$ cat config.mk
export PLATFORM = sky130hd
export DESIGN_NAME = data_sram_resp
export DESIGN_NICKNAME = d
export VERILOG_FILES = /design/src/rtl/data_sram_resp.sv
export SDC_FILE = /design/constraint.sdc
export NUM_CORES = 1
export LEC_CHECK = 0
export CORE_MARGIN = 3
export CORE_UTILIZATION = 60
export CTS_CLUSTER_SIZE = 14
export DETAILED_ROUTE_END_ITERATION = 10
export GPL_TIMING_DRIVEN = 0
export MAX_ROUTING_LAYER = met4
export PLACE_DENSITY = 0.86
export SYNTH_ARGS = -nofsm -noshare
export SYNTH_HDL_FRONTEND = slang
export SYNTH_SLANG_ARGS = --single-unit
$ cat constraint.sdc
create_clock -name clk -period 7.3 [get_ports clk]
set_input_delay 1.46 -clock clk [delete_from_list [all_inputs] [get_ports clk]]
set_output_delay 1.46 -clock clk [all_outputs]
set_load 0.05 [all_outputs]
$ cat src/rtl/data_sram_resp.sv
// Load/store front end for the data SRAM: a small committed-store buffer that drains
// into idle memory cycles, with per-byte store-to-load forwarding on loads.
module data_sram_resp #(
  parameter int SB_DEPTH = 4
) (
  input  logic        clk,
  input  logic        resetn,
  input  logic        data_sram_en,
  input  logic [3:0]  data_sram_wen,
  input  logic [31:0] data_sram_addr,
  input  logic [31:0] data_sram_wdata,
  output logic [31:0] data_sram_rdata,
  input  logic        st_valid,
  input  logic [3:0]  st_sel,
  input  logic [31:0] st_addr,
  input  logic [31:0] st_wdata,
  output logic        st_ready,
  output logic        mem_en,
  output logic [3:0]  mem_wen,
  output logic [31:0] mem_addr,
  output logic [31:0] mem_wdata,
  input  logic [31:0] mem_rdata,
  output logic        sb_empty
);

  localparam int PTR_W = $clog2(SB_DEPTH);
  localparam logic [PTR_W:0] FULL_COUNT = SB_DEPTH[PTR_W:0];

  typedef logic [PTR_W-1:0] ptr_t;

  logic [29:0] sb_addr [SB_DEPTH];
  logic [3:0]  sb_sel  [SB_DEPTH];
  logic [31:0] sb_data [SB_DEPTH];
  logic [SB_DEPTH-1:0] sb_valid;

  ptr_t         wr_ptr;
  ptr_t         rd_ptr;
  logic [PTR_W:0] count;

  logic        enq;
  logic        load;
  logic        drain;
  logic [3:0]  fwd_mask_d;
  logic [31:0] fwd_data_d;
  logic [3:0]  fwd_mask;
  logic [31:0] fwd_data;
  ptr_t        idx;

  logic unused_inputs;
  assign unused_inputs = ^{data_sram_wen, data_sram_wdata, data_sram_addr[1:0], st_addr[1:0]};

  // st_ready looks only at the registered count, so a full buffer stays closed
  // even in a cycle where it is draining.
  assign st_ready = (count != FULL_COUNT);
  assign sb_empty = (count == '0);
  assign enq      = st_valid && st_ready;
  assign load     = data_sram_en && resetn;
  assign drain    = resetn && !data_sram_en && (count != '0);

  // Oldest-to-newest walk so later matches overwrite earlier ones per lane; the
  // store accepted this cycle is applied last as the newest.
  always_comb begin
    // NOTE: every always_comb output gets a default first so no latch is inferred.
    fwd_mask_d = '0;
    fwd_data_d = '0;
    idx        = rd_ptr;
    for (int i = 0; i < SB_DEPTH; i++) begin
      idx = rd_ptr + ptr_t'(i);
      if (sb_valid[idx] && (sb_addr[idx] == data_sram_addr[31:2])) begin
        for (int b = 0; b < 4; b++) begin
          if (sb_sel[idx][b]) begin
            fwd_mask_d[b]       = 1'b1;
            fwd_data_d[8*b +: 8] = sb_data[idx][8*b +: 8];
          end
        end
      end
    end
    if (enq && (st_addr[31:2] == data_sram_addr[31:2])) begin
      for (int b = 0; b < 4; b++) begin
        if (st_sel[b]) begin
          fwd_mask_d[b]       = 1'b1;
          fwd_data_d[8*b +: 8] = st_wdata[8*b +: 8];
        end
      end
    end
  end

  always_comb begin
    mem_en    = 1'b0;
    mem_wen   = 4'b0;
    mem_addr  = '0;
    mem_wdata = '0;
    if (load) begin
      mem_en   = 1'b1;
      mem_addr = {data_sram_addr[31:2], 2'b00};
    end else if (drain) begin
      mem_en    = 1'b1;
      mem_wen   = sb_sel[rd_ptr];
      mem_addr  = {sb_addr[rd_ptr], 2'b00};
      mem_wdata = sb_data[rd_ptr];
    end
  end

  always_comb begin
    data_sram_rdata = mem_rdata;
    for (int b = 0; b < 4; b++) begin
      if (fwd_mask[b]) data_sram_rdata[8*b +: 8] = fwd_data[8*b +: 8];
    end
  end

  // NOTE: sequential state uses non-blocking assignments so every flop samples pre-edge values.
  always_ff @(posedge clk or negedge resetn) begin
    if (!resetn) begin
      wr_ptr   <= '0;
      rd_ptr   <= '0;
      count    <= '0;
      sb_valid <= '0;
      fwd_mask <= '0;
      fwd_data <= '0;
    end else begin
      if (enq) begin
        sb_valid[wr_ptr] <= 1'b1;
        wr_ptr           <= wr_ptr + 1'b1;
      end
      if (drain) begin
        sb_valid[rd_ptr] <= 1'b0;
        rd_ptr           <= rd_ptr + 1'b1;
      end
      count    <= count + {{PTR_W{1'b0}}, enq} - {{PTR_W{1'b0}}, drain};
      fwd_mask <= load ? fwd_mask_d : 4'b0;
      fwd_data <= load ? fwd_data_d : '0;
    end
  end

  // NOTE: entry payload is left unreset; sb_valid alone decides whether an entry exists.
  always_ff @(posedge clk) begin
    if (enq) begin
      sb_addr[wr_ptr] <= st_addr[31:2];
      sb_sel[wr_ptr]  <= st_sel;
      sb_data[wr_ptr] <= st_wdata;
    end
  end

endmodule

==> flow_summary.yaml <==
synthesis:
  ys_seq_area_share_pct: 43.30
  synth_most_common_cell: "edfxtp_1"
  synth_top_area_share_pct: 37.71
  yosys_register_bits: 311
  yosysUniqueCellTypes: 63
  synth-edff-count: 264
  yosys_warnings: 0
  synth_top_area_cell: "edfxtp_1"
  synth.cell_area_mm2: 0.02103
  netlist_top_cells_area: "edfxtp_1, mux4_2, dfrtp_1, mux2i_1, xnor2_1"
  ys.flop_type: "edfxtp_1"
  synth_common_cells: "edfxtp_1, mux4_2, mux2i_1, xnor2_1, nand2_1"
  syn_avg_cell_area_um2: 13.90
  synthCells: 1513
  async_flop_share_pct: 15.11
clock_network:
  cts_resized: 0
  clock-sinks: 311
  cts_setup_buffers: 0
  ctsHtreeMaxLevel: 2
  cts.reportedPaths.clkPinSlew_ns: 0.06
  cts_made_buffers: 35
  postCtsHoldBufs: 0
  cts.path.max_buffers: 3
  cts-root-buf: "clkbuf_16"
  clk_latency_ns: 0.56
  cts_tree: "yes"
worst_setup_path:
  reg2reg_slack_ns: 0.54
  worstPathCellList: "buf_6, buf_6, buf_4, clkbuf_1, buf_2, clkbuf_1, clkbuf_1, o211ai_1, o21ai_0, clkdlybuf4s50_1"
  critPathRequiredTime_ns: 5.84
  cp_max_fo: 19
  crit_path_end_kind: "primary output"
  critPathTopFamily: "buffers and inverters"
  reg2reg_depth: 17
  path_common_cell: "clkbuf_1"
  crit_type: "reg2out"
  critPathLaunchType: "flip-flop"
  cp_data_arrival_time_ns: 5.63
  path_buf_inv: 8
  cp_num_cells: 10
  cp_slowest_cell: "clkdlybuf4s50_1"
  cp_slowest_stage_delay_ns: 0.90
placed_design:
  place_congestion: 1.052
  io_buffers: 210
  dpl.hpwl_um: 55710
  place_ws_ns: 0.4834
detailed_routing:
  vias: 17170
  drtIter0Drc: 3011
  via_per_inst: 7.648
  wl_per_cell_um: 35.21
  drt_pass1_iterations: 8
  drt_wl_total_um: 79060
  ant_nets: 0
  drc: 0
global_routing:
  grt_max_degree: 47
  grt-ovfl-total: 0
  antenna_found_initial: 4
  grt_pass1_vias: 17070
  grt_pass1_wl_um: 113800
  grtUsageTotal_pct: 43.83
sta:
  finalCritPeriodShare_pct: 97.16
  hold_slack_ns: 0.5379
  setup_ws_ns: 0.2070
  setup_viol: 0
  final.setup_skew_ns: 0.01820
  timing.fmax_ghz: 0.1410
  hold_violations: 0
  rsz0062_at_grt: "false"
  fin_crit_ns: 7.093
  tightest_slew_ns: 1.200
  maxSlewHeadroom_pct: 19.99
  drv_slew: 0
die:
  dieWidth_um: 193.2
  dieArea_mm2: 0.03732
  initial_core_util_pct: 61.77
  die_h_um: 193.2
  num_io_pins: 275
  core-area_mm2: 0.03404
  fp-row-count: 67
final_layout:
  drive_above_1_share_pct: 21.29
  fin_nets: 1950
  fillCellCount: 2203
  synthToLayoutAreaGrowth_pct: 18.79
power_and_ir_drop:
  cellLeakagePower_nw: 8.570
  peakVddDrop_v: 0.0003298
  power_density_mw_per_mm2: 439.5
  p_total_w: 0.01098
flow_run:
  drv_cap: 0
worst_hold_path:
  worstHoldPathCells: 1
  worstHoldPathType: "reg2reg"
status:
  status: "completed"
worst reg2reg max path: stages (launching register included):
cell and delay, ns:
dfrtp_1 0.42, buf_6 0.18, buf_6 0.20, buf_6 0.20, inv_2 0.23, buf_2 0.37, buf_1 0.58, ha_1 0.24
buf_2 0.13, buf_4 0.27, buf_2 0.50, mux2i_1 0.19, a2111oi_0 0.91, a21oi_1 0.11, or3_1 0.44, nor3_2 0.73
a21oi_1 0.56, a31o_1 0.39
power by group:
part,switching [W],total (W),internal [W],leakage (nW)
Sequential,0.000285,0.00259,0.00230,3.05
Combinational,0.00388,0.00665,0.00277,4.97
Clock,0.000742,0.00174,0.000994,0.547
Total,0.00491,0.0110,0.00607,8.57
registers in the layout, indices dropped and copies added (netlist names):
signal    count
rd_ptr        2
fwd_mask      4
sb_valid      4
count         3
wr_ptr        2
fwd_data     32
sb_addr     120
sb_sel       16
sb_data     128
logic make-up (layout without fill, tap and decap cells):
logic type               count (synthesis)  after routing  share of synthesized area (%)
multiplexers                           347            347                          29.69
flip-flops                             311            311                          43.30
AND/OR/NAND/NOR                        264            264                          6.838
AO/OA/AOI/OAI                          251            251                          9.498
buffers and inverters                  188            468                          4.136
XOR/XNOR                               140            140                          5.832
adder cells (fa/ha/maj)                 11             11                         0.6903
other                                    1              5                        0.01784
cell type report:
type / count / area, um2 / share of cell area (%)
Tap cell: 448 / 560.5 / 2.244
Clock buffer: 53 / 1046 / 4.188
Multi-Input combinational cell: 1015 / 11080 / 44.38
Timing Repair Buffer: 217 / 2240 / 8.967
Clock inverter: 11 / 68.82 / 0.2755
Sequential cell: 311 / 9104 / 36.45
Antenna cell: 3 / 7.507 / 0.03006
Inverter: 49 / 183.9 / 0.7364
Buffer: 138 / 681.9 / 2.730
per-stage QoR:
step / std cells / util [%] / setup TNS [ns] / cell area, um2
finish: 2245 / 73.38 / 0 / 24980
detailed placement: 2179 / 70.09 / 0 / 23860
CTS: 2242 / 73.36 / 0 / 24970
global route: 2245 / 73.38 / 0 / 24980
global placement: 2172 / 69.61 / -39.19 / 23690
floorplan: 1514 / - / 0 / 21030
placed cells by master (no fill, tap or decap), drive strengths merged, types with 15 or more instances in the layout:
master         instances
and3                  19
a31o                  32
nand4                 15
mux2                  33
o31ai                 33
xnor2                 95
edfxtp               264
xor2                  45
buf                   89
a22o                  17
nand2b                41
clkbuf               110
a221o                 32
o21ai                 28
inv                   49
and2                  44
mux2i                 96
clkdlybuf4s50        209
nand2                 86
mux4                 218
dfrtp                 47
a21oi                 20
metal layers:
layer	vias up	global-route usage, %	wire length (um)
met4	0	16.72	3423
met3	272	11.21	11570
met1	8525	59.47	28150
met5	-	-	0
li1	6616	-	-
met2	1756	64.61	35920
worst paths after layout:
path                            startpoint            to
worst max register to register   rd_ptr[0]  fwd_data[23]
worst max-delay path             rd_ptr[0]   mem_addr[4]
max in group asynchronous           resetn   fwd_data[4]
min in group asynchronous           resetn   sb_valid[2]
worst min register to register    count[0]      count[0]
worst min-delay path              count[0]      count[0]
Note: power is estimated with default switching activity, not from simulation.
